--- src/rtl/log_lut_sched_pkg.sv ---
// Shared types and helpers for the log LUT scheduler: fill FSM states and table depth.
package log_lut_pkg;

    typedef enum logic [1:0] {
        IDLE = 2'd0,
        FILL = 2'd1,
        DONE = 2'd2
    } fill_state_e;

    function automatic int lut_depth(input int aw);
        return 1 << aw;
    endfunction

endpackage

--- src/rtl/log_lut_sched_rr_arbiter.sv ---
// Round-robin arbiter: first set request at or after the pointer wins; pointer moves past the winner.
module rr_arbiter #(
    parameter int NUM_REQ = 4,
    parameter int IDX_W   = (NUM_REQ > 1) ? $clog2(NUM_REQ) : 1
) (
    input  logic               clk,
    input  logic               reset_n,
    input  logic [NUM_REQ-1:0] req,
    output logic [NUM_REQ-1:0] gnt,
    output logic [IDX_W-1:0]   winner,
    output logic               any
);

    logic [IDX_W-1:0] ptr_q, ptr_d;

    always_comb begin
        any    = 1'b0;
        winner = '0;
        for (int k = 0; k < NUM_REQ; k++) begin
            if (!any && req[(int'(ptr_q) + k) % NUM_REQ]) begin
                any    = 1'b1;
                winner = IDX_W'((int'(ptr_q) + k) % NUM_REQ);
            end
        end
    end

    always_comb begin
        gnt = '0;
        if (any) gnt[winner] = 1'b1;
    end

    always_comb begin
        ptr_d = ptr_q;
        if (any) ptr_d = (winner == IDX_W'(NUM_REQ - 1)) ? '0 : winner + 1'b1;
    end

    always_ff @(posedge clk or negedge reset_n) begin
        if (!reset_n) ptr_q <= '0;
        else          ptr_q <= ptr_d;
    end

endmodule

--- src/rtl/log_lut_sched.sv ---
// Scheduler for the 1R/1W log LUT RAM: round-robin read sharing, host writes,
// whole-table fill, and write-to-read forwarding so reads see post-write data.
module log_lut_sched
    import log_lut_pkg::*;
#(
    parameter int NUM_REQ    = 4,
    parameter int ADDR_WIDTH = 10,
    parameter int DATA_WIDTH = 2
) (
    input  logic                          clk,
    input  logic                          reset_n,
    input  logic [NUM_REQ-1:0]            req,
    input  logic [NUM_REQ*ADDR_WIDTH-1:0] req_addr,
    output logic [NUM_REQ-1:0]            gnt,
    output logic [NUM_REQ-1:0]            rd_valid,
    output logic [DATA_WIDTH-1:0]         rd_data,
    input  logic                          wr_req,
    input  logic [ADDR_WIDTH-1:0]         wr_addr,
    input  logic [DATA_WIDTH-1:0]         wr_data,
    output logic                          wr_ack,
    input  logic                          fill_start,
    input  logic [DATA_WIDTH-1:0]         fill_val,
    output logic                          fill_busy,
    output logic                          fill_done,
    output logic                          ram_we,
    output logic [ADDR_WIDTH-1:0]         ram_addr_w,
    output logic [DATA_WIDTH-1:0]         ram_din,
    output logic [ADDR_WIDTH-1:0]         ram_addr_r,
    input  logic [DATA_WIDTH-1:0]         ram_dout
);

    localparam int IDX_W = (NUM_REQ > 1) ? $clog2(NUM_REQ) : 1;
    localparam int DEPTH = lut_depth(ADDR_WIDTH);
    // Extra counter bit keeps the terminal index distinct from a wrapped zero.
    localparam logic [ADDR_WIDTH:0] LAST_CNT = (ADDR_WIDTH + 1)'(DEPTH - 1);

    logic [NUM_REQ-1:0]    gnt_raw;
    logic [IDX_W-1:0]      win;
    logic                  any;
    logic                  grant;
    logic [ADDR_WIDTH-1:0] win_addr;
    logic [ADDR_WIDTH-1:0] raddr_q;

    fill_state_e           state_q, state_d;
    logic [ADDR_WIDTH:0]   cnt_q, cnt_d;
    logic [DATA_WIDTH-1:0] fval_q, fval_d;

    logic [NUM_REQ-1:0]    rd_valid_q;
    logic                  hit_q;
    logic [DATA_WIDTH-1:0] fwd_q;
    logic [DATA_WIDTH-1:0] hold_q;

    rr_arbiter #(.NUM_REQ(NUM_REQ), .IDX_W(IDX_W)) u_arb (
        .clk     (clk),
        .reset_n (reset_n),
        .req     (req),
        .gnt     (gnt_raw),
        .winner  (win),
        .any     (any)
    );

    always_comb begin
        win_addr = req_addr[int'(win) * ADDR_WIDTH +: ADDR_WIDTH];
    end

    assign grant      = any & reset_n;
    assign gnt        = reset_n ? gnt_raw : '0;
    assign ram_addr_r = grant ? win_addr : raddr_q;

    always_ff @(posedge clk or negedge reset_n) begin
        if (!reset_n) begin
            state_q <= IDLE;
            cnt_q   <= '0;
            fval_q  <= '0;
        end else begin
            state_q <= state_d;
            cnt_q   <= cnt_d;
            fval_q  <= fval_d;
        end
    end

    always_comb begin
        state_d = state_q;
        cnt_d   = cnt_q;
        fval_d  = fval_q;
        case (state_q)
            IDLE: if (fill_start) begin
                state_d = FILL;
                cnt_d   = '0;
                fval_d  = fill_val;
            end
            FILL: begin
                cnt_d = cnt_q + 1'b1;
                if (cnt_q == LAST_CNT) state_d = DONE;
            end
            DONE:    state_d = IDLE;
            default: state_d = IDLE;
        endcase
    end

    // Host writes own the write port only in IDLE; during FILL/DONE they stall.
    always_comb begin
        ram_we     = 1'b0;
        ram_addr_w = wr_addr;
        ram_din    = wr_data;
        wr_ack     = 1'b0;
        fill_busy  = 1'b0;
        fill_done  = 1'b0;
        case (state_q)
            IDLE: begin
                ram_we = wr_req & reset_n;
                wr_ack = wr_req & reset_n;
            end
            FILL: begin
                ram_we     = reset_n;
                ram_addr_w = cnt_q[ADDR_WIDTH-1:0];
                ram_din    = fval_q;
                fill_busy  = 1'b1;
            end
            DONE:    fill_done = 1'b1;
            default: ;
        endcase
    end

    always_ff @(posedge clk or negedge reset_n) begin
        if (!reset_n) begin
            raddr_q    <= '0;
            rd_valid_q <= '0;
            hit_q      <= 1'b0;
            fwd_q      <= '0;
            hold_q     <= '0;
        end else begin
            if (grant) raddr_q <= win_addr;
            rd_valid_q <= gnt;
            hit_q      <= grant & ram_we & (ram_addr_w == ram_addr_r);
            fwd_q      <= ram_din;
            if (|rd_valid_q) hold_q <= rd_data;
        end
    end

    // RAM read data lands one cycle after the grant; a same-cycle write overrides it.
    assign rd_data  = (|rd_valid_q) ? (hit_q ? fwd_q : ram_dout) : hold_q;
    assign rd_valid = rd_valid_q;

endmodule
--- config.mk ---
export PLATFORM = sky130hd
export DESIGN_NAME = log_lut_sched
export DESIGN_NICKNAME = d
export VERILOG_FILES = /design/src/rtl/log_lut_sched_pkg.sv /design/src/rtl/log_lut_sched_rr_arbiter.sv /design/src/rtl/log_lut_sched.sv
export SDC_FILE = /design/constraint.sdc
export NUM_CORES = 1
export LEC_CHECK = 0
export ABC_AREA = 1
export ABC_CLOCK_PERIOD_IN_PS = 3150
export CAP_MARGIN = 20
export CORE_AREA = 4 4 89 91
export CTS_BUF_LIST = sky130_fd_sc_hd__clkbuf_8
export DETAILED_ROUTE_END_ITERATION = 12
export DIE_AREA = 0 0 93 95
export PLACE_DENSITY = 0.7
export RECOVER_POWER = 50
export SLEW_MARGIN = 25
export SYNTH_ARGS = -nofsm -noshare
export SYNTH_HDL_FRONTEND = slang
export SYNTH_SLANG_ARGS = --single-unit
--- constraint.sdc ---
create_clock -name clk -period 3.15 [get_ports clk]
set_input_delay 0.63 -clock clk [delete_from_list [all_inputs] [get_ports clk]]
set_output_delay 0.63 -clock clk [all_outputs]
set_load 0.005 [all_outputs]
# [Word-level counts from Yosys, hierarchy flattened]
# Index checks and enable logic that the tools add are counted.
[totals] inputBits=64 elab_cells=90 reg_bits=36
[op_classes] shift=1 bitwise=7 reduce_logical=16 order_cmp=6 n_eq_ne=7 mux=38 n_addsub=5 n_mul=1
[ops] operator="variable part select 40 x 7 -> 10 bit" n=1
[ops] operator="one-hot mux 11 bit (2 select lines)" n=1
[ops] operator="2-to-1 mux 10 bit" n=2
[ops] operator="2-to-1 mux 2 bit" n=10
[ops] operator="2-to-1 mux 1 bit" n=15
[ops] operator="less-than comparator 3 x 4 -> 1 bit (second input constant)" n=3
[ops] operator="adder 11 x 1 -> 11 bit (second input constant)" n=1
[ops] operator="== test 11 x 10 -> 1 bit (second input constant)" n=1
[ops] operator="2-to-1 mux 11 bit" n=1
[ops] operator="== test 10 bit" n=1
[ops] operator="binary-select mux 1 bit (select 2 bit)" n=4
[ops] operator="2-to-1 mux 4 bit" n=2
[ops] operator="less-than comparator 2 x 3 -> 1 bit (second input constant)" n=2
[ops] operator="AND reduction 2 bit" n=3
[ops] operator="OR reduction 2 bit" n=3
[ops] operator="multiplier 2 x 3 -> 5 bit (second input constant)" n=1
[ops] operator="adder 2 x 1 -> 2 bit (second input constant)" n=2
[ops] operator="adder 2 bit (second input constant)" n=2
[ops] operator="AND 1 bit" n=4
[ops] operator="== test 2 bit (second input constant)" n=2
[ops] operator="logical AND 1 bit" n=4
[ops] operator="inequality test 2 bit (second input constant)" n=2
[ops] operator="one-hot mux 2 bit (2 select lines)" n=1
[ops] operator="OR reduction 4 bit" n=1
[ops] operator="8 further kinds" n=12

# [Logic depth before layout (Yosys ltp)]
[depth] ltp_word=20 mapped_depth=22

# [Modules after synthesis]
# From an unflattened synthesis, not the netlist that was laid out.
[unflattened] cells_unflattened=442 hier_area_um2=2890.3
[modules_own_cells] mod="log_lut_sched" instances=1 cells_each=360 area_each_um2=2366.0
[modules_own_cells] mod="rr_arbiter" instances=1 cells_each=82 area_each_um2=524.3

# [Worst setup path before layout]
# Ideal clock, no wire load.
[synth_timing] kind="input to output" from="input port req[1]" to="output port ram_addr_r[7]" path_buffers=1 slack_ps=720 arrival_ps=1800 stages=12 path_cell_list="inv_1 -> nand2_1 -> nand3_1 -> nand2_2 -> nor2_8 -> nand4_4 -> nand3_4 -> buf_8 -> nand2_1 -> nand3_1 -> nand2_1 -> a21boi_2"
[synth_via] elab_chain_len=15 elab_cells_between_ends=29 classes_between="1 x mul; 1 x shift; 20 x mux; 1 x bitwise; 6 x reduce/logical"
[synth_lines] item="start, declared" line="log_lut_sched.sv:12" rtl="input logic [NUM_REQ-1:0] req,"
[synth_lines] item="binary-select mux 1 bit (select 2 bit)" line="log_lut_sched_rr_arbiter.sv:20" rtl="if (!any && req[(int'(ptr_q) + k) % NUM_REQ]) begin"
[synth_lines] item="2-to-1 mux 1 bit (implied by the code)" line="log_lut_sched_rr_arbiter.sv:20"
[synth_lines] item="2-to-1 mux 1 bit" line="log_lut_sched_rr_arbiter.sv:20"
[synth_lines] item="logical NOT 1 bit" line="log_lut_sched_rr_arbiter.sv:20"
[synth_lines] item="logical AND 1 bit" line="log_lut_sched_rr_arbiter.sv:20"
[synth_lines] item="2-to-1 mux 1 bit" line="log_lut_sched_rr_arbiter.sv:20"
[synth_lines] item="logical NOT 1 bit" line="log_lut_sched_rr_arbiter.sv:20"
[synth_lines] item="logical AND 1 bit" line="log_lut_sched_rr_arbiter.sv:20"
[synth_lines] item="2-to-1 mux 1 bit" line="log_lut_sched_rr_arbiter.sv:20"
[synth_lines] item="logical NOT 1 bit" line="log_lut_sched_rr_arbiter.sv:20"
[synth_lines] item="logical AND 1 bit" line="log_lut_sched_rr_arbiter.sv:20"
[synth_lines] item="2-to-1 mux 2 bit" line="log_lut_sched_rr_arbiter.sv:20"
[synth_lines] item="multiplier 2 x 3 -> 5 bit" line="log_lut_sched.sv:63" rtl="win_addr = req_addr[int'(win) * ADDR_WIDTH +: ADDR_WIDTH];"
[synth_lines] item="variable part select 40 x 7 -> 10 bit" line="log_lut_sched.sv:63"
[synth_lines] item="2-to-1 mux 10 bit (*)"
[synth_lines] item="end, declared" line="log_lut_sched.sv:28" rtl="output logic [ADDR_WIDTH-1:0] ram_addr_r,"
# Mark *: on every way between the ends. The rest lies on a longest branch, timed or not. The select of a mux whose other input is x is not followed.

# [Worst setup path after layout]
[layout_timing] from="register u_arb.ptr_q[0]" to="output port ram_addr_r[9]"
[layout_via] elab_chain_len=15 elab_cells_between_ends=32 classes_between="3 x add/sub; 1 x mul; 1 x shift; 20 x mux; 1 x bitwise; 6 x reduce/logical"
[layout_lines] item="start, declared" line="log_lut_sched_rr_arbiter.sv:14" rtl="logic [IDX_W-1:0] ptr_q, ptr_d;"
[layout_lines] item="start signal, assigned" line="log_lut_sched_rr_arbiter.sv:39" rtl="else ptr_q <= ptr_d;"
[layout_lines] item="adder 2 x 1 -> 2 bit / binary-select mux 1 bit (select 2 bit) (equally long branches)" line="log_lut_sched_rr_arbiter.sv:20, log_lut_sched_rr_arbiter.sv:22"
[layout_lines] item="binary-select mux 1 bit (select 2 bit) / 2-to-1 mux 1 bit (equally long branches)" line="log_lut_sched_rr_arbiter.sv:20"
[layout_lines] item="2-to-1 mux 1 bit (implied by the code)" line="log_lut_sched_rr_arbiter.sv:20"
[layout_lines] item="2-to-1 mux 1 bit (implied by the code) / logical NOT 1 bit (equally long branches)" line="log_lut_sched_rr_arbiter.sv:20"
[layout_lines] item="logical AND 1 bit" line="log_lut_sched_rr_arbiter.sv:20"
[layout_lines] item="2-to-1 mux 1 bit" line="log_lut_sched_rr_arbiter.sv:20"
[layout_lines] item="logical NOT 1 bit" line="log_lut_sched_rr_arbiter.sv:20"
[layout_lines] item="logical AND 1 bit" line="log_lut_sched_rr_arbiter.sv:20"
[layout_lines] item="2-to-1 mux 1 bit" line="log_lut_sched_rr_arbiter.sv:20"
[layout_lines] item="logical NOT 1 bit" line="log_lut_sched_rr_arbiter.sv:20"
[layout_lines] item="logical AND 1 bit" line="log_lut_sched_rr_arbiter.sv:20"
[layout_lines] item="2-to-1 mux 2 bit" line="log_lut_sched_rr_arbiter.sv:20"
[layout_lines] item="multiplier 2 x 3 -> 5 bit" line="log_lut_sched.sv:63"
[layout_lines] item="variable part select 40 x 7 -> 10 bit" line="log_lut_sched.sv:63"
[layout_lines] item="2-to-1 mux 10 bit (*)"
# Marks and branches as above.

==> run_results.csv <==
group,metric,value,unit
sta,relSlewSlack,11.8,%
logic_synthesis,synthTopCellsByArea,"dfrtp_1 33%, nand2_1 15%, nand3_1 8.5%, inv_1 5.3%, nand2_2 3.9%",
logic_synthesis,ys_warn_count,0,
routing,vias,3131,
cells_and_area,diodes,0,
floorplanning,die-area,8840,um^2
logic_synthesis,synth_top_area_cell,"dfrtp_1",
sta,layout_worst_path_cycle_share,97.2,%
worst_setup_path,worstSetupStartpointType,"register",
worst_setup_path,slowest_delay,0.43,ns
clock_network,postCtsHoldBufs,0,
power,clkPwrFrac,7.7,%
clock_network,tritoncts,"built",
logic_synthesis,synth_cell_types,39,
floorplanning,io_pins,100,
routing,via_per_inst,4.90,
worst_setup_path,cp.arrival,2.43,ns
placement,gp_congestion,0.838,
routing,ant_nets,0,
power,p_sw,2.25,mW
global_routing,antenna_found_initial,0,
worst_setup_path,r2r_start,"u_arb.ptr_q[0]$_DFFE_PN0N_",
sta,rsz0062_at_grt,"yes",
logic_synthesis,synthCells,379,
cells_and_area,nets,608,
global_routing,grt_pass1_vias,3284,
floorplanning,die_width,93,um
worst_setup_path,reg2regPathDepth,26,
sta,clock.fmax,327,MHz
global_routing,grt.overflow.total,0,
global_routing,grt_max_degree,25,
sta,finalSetupViolCount,0,
worst_setup_path,rr_endpoint,"hit_q$_DFF_PN0_",
logic_synthesis,ys_seq_elements,36,
worst_setup_path,crit_required,2.52,ns
power,power_density,1130,nW/um^2
routing,routed_wirelength,9170,um
worst_setup_path,critPathLaunch,"u_arb.ptr_q[0]$_DFFE_PN0N_",
logic_synthesis,synth_common_cells,"106 x nand2_1, 46 x nand3_1, 38 x inv_1, 36 x dfrtp_1, 23 x nor2_1",
routing,drt_iter0_drc,127,
run,drv_cap,0,
logic_synthesis,syn_area,2710,um^2
logic_synthesis,synth_top_area_share,33.3,%
floorplanning,core,7140,um^2
routing,wl_per_cell,14.3,um
global_routing,grt_pass1_wl,14700,um
worst_setup_path,cp-end-kind,"output port",
global_routing,track_usage,20.8,%
logic_synthesis,ys_seq_area_share,33.3,%
clock_network,cts_root_buf,"clkbuf_8",
cells_and_area,drive_above_1_share,32.2,%
worst_setup_path,worst-setup-path-type,"reg2out",
placement,dp_hpwl,6700,um
power,p_leak,2.23,nW
clock_network,clk_path_buf_depth,2,
worst_setup_path,cp_common_cell,"nand2_2",
logic_synthesis,syn_nets,448,
sta,worst_pin_slew,1.32,ns
clock_network,clkTransAtPathRegs,0.07,ns
logic_synthesis,ys_async_sr_fraction,100,%
floorplanning,die_h,95,um
sta,period_needed,3.06,ns
power,intPower,2.92,mW
worst_setup_path,slowest_stage,"dfrtp_2",
worst_setup_path,worst-path-max-fanout,5,
sta,fin_skew,0.00697,ns
cells_and_area,area_delta_synth_final,69.1,%
logic_synthesis,synth.most_common_cell,"nand2_1",
floorplanning,start_util,37.9,%
sta,hold_viol,0,
routing,post-route-drc-count,0,
power,switching_share,43.6,%
power,p_total,5.17,mW
clock_network,cts_max_level,2,
logic_synthesis,synth_edf_count,0,
power,p_comb_share,80.2,%
clock_network,cts.sinks,36,
power,seqPwrFrac,12.1,%
clock_network,numCtsBuffers,5,
worst_setup_path,r2r_setup_slack,0.11,ns
worst_hold_path,hp-class,"reg2reg",
routing,dr.pass1.iters,4,
clock_network,clock_latency,0.28,ns
power,peakVddDrop,0.000538,V
floorplanning,rows,31,
cells_and_area,utilization,64.1,%
worst_hold_path,hold_start,"fval_q[0]$_DFFE_PN0P_",
placement,portBuffers,99,
outcome,status,"complete, no violations",
worst_setup_path,critPathCapture,"ram_addr_r[9]",
worst_hold_path,whs_path_depth,1,
sta,slew_violations,0,
worst_setup_path,path_cells,"buf_12, buf_4, nand2_2, nand3_2, nand2_2, nand2_2, buf_4, nand3_4, nand3_4, buf_6, buf_6, nand2_1, nand3_1, nand3_2, buf_4, nand2_2, buf_6",
logic_synthesis,postSynthAreaPerCell,7.14,um^2
logic_synthesis,synthFlopType,"dfrtp_1",
worst max-delay path: cells and delay by family, from the launching register on:
kind	cells	cell delay (ns)
buffers and inverters	7	0.91
and+or+nand+nor	10	0.80
DFF	1	0.43
per-stage QoR:
| step | hold slack (ns) | setup TNS [ns] | setup slack, ns | instance area, um^2 | instances |
|---|---|---|---|---|---|
| after floorplan | 0.334 | 0 | 0.720 | 2710 | 379 |
| after global placement | 0.484 | -4.44 | -0.364 | 4040 | 598 |
| after detailed placement | 0.499 | -5.13 | -0.452 | 4040 | 598 |
| after CTS | 0.378 | 0 | 0.00967 | 4430 | 627 |
| after global routing | 0.541 | -0.182 | -0.0493 | 4570 | 639 |
| final | 0.518 | 0 | 0.0892 | 4570 | 639 |
layout by cell type (no fill, tap or decap), types with 3 or more instances in the layout:
cell type and n:
nor2_2 4, clkbuf_8 5, clkbuf_1 4, nand4_1 16, nor2_1 21, buf_6 14
dfrtp_1 34, o21ai_0 17, buf_4 47, nand2_1 91, dlygate4sd2_1 5, o21ai_1 3
inv_1 33, ha_1 4, a21oi_1 8, buf_12 7, o22ai_1 4, nand3_1 33
nand3_2 20, clkbuf_2 3, inv_2 9, clkdlybuf4s50_1 78, or2_2 6, mux2i_1 3
nand2_4 6, nand2_2 28, buf_2 6
sequential cells by signal, summed over array words and instances (netlist names), 2 cells and up:
name / flops
fwd_q: 2
raddr_q: 10
rd_valid: 4
state_q: 2
cnt_q: 11
fval_q: 2
u_arb.ptr_q: 2
hold_q: 2
kinds of logic (layout without fill, tap and decap cells):
kind of cell               count (synthesis)  in the layout  synth area share [%]
adders and majority gates                  5              5                  2.31
xor gates and xnor gates                   1              1                 0.324
buffers and inverters                     59            220                  10.5
muxes                                      5              5                  1.94
AOI/OAI and AO/OA                         39             39                  8.56
DFF                                       36             36                  33.3
and+or+nand+nor                          234            234                  43.0
area by class of cell:
type	count	area (um^2)
inverters	44	188
multi-input cells	284	1660
repair buffers	168	1590
clock buffers	5	68.8
flip-flops and latches	36	903
well taps	99	124
fillers	614	2560
clock inverters	3	38.8
power groups by stage:
| stage | Clock [mW] | Combinational (mW) | Sequential, mW |
|---|---|---|---|
| 5_1_grt | 0.426 | 4.51 | 0.634 |
| 6_report | 0.397 | 4.14 | 0.627 |
| 3_5_place_dp | 0 | 3.03 | 0.626 |
| 3_3_place_gp | 0 | 2.97 | 0.622 |
| 4_1_cts | 0.405 | 3.74 | 0.622 |
| 2_1_floorplan | 0 | 1.86 | 0.614 |
what timing repair did:
item / 4_1_cts / 5_1_grt
gates resized for setup: 93 / 24
pin swaps: 30 / 22
gates cloned: 1 / 1
buffers inserted: 21 / 11
setup endpoints to repair: 14 / 13
routing by layer:
layer | share of wire [%] | vias to the layer above | global-route usage, %
li1 | - | 1553 | -
met1 | 40 | 1476 | 24.0
met2 | 53 | 86 | 37.9
met3 | 4.7 | 16 | 4.14
met4 | 2.0 | 0 | 8.18
met5 | 0 | - | 0
how the worst min path moves through the flow:
| stage | to | slack, ns |
|---|---|---|
| after CTS | rd_valid[0]$_DFF_PN0_ | 0.38 |
| after floorplan | cnt_q[0]$_DFFE_PN0P_ | 0.33 |
| after global placement | cnt_q[10]$_DFFE_PN0P_ | 0.48 |
| after global routing | raddr_q[4]$_DFF_PN0_ | 0.54 |
| final | fval_q[0]$_DFFE_PN0P_ | 0.52 |
| after detailed placement | raddr_q[4]$_DFF_PN0_ | 0.50 |
No activity file was read; power rests on OpenSTA's default activity.
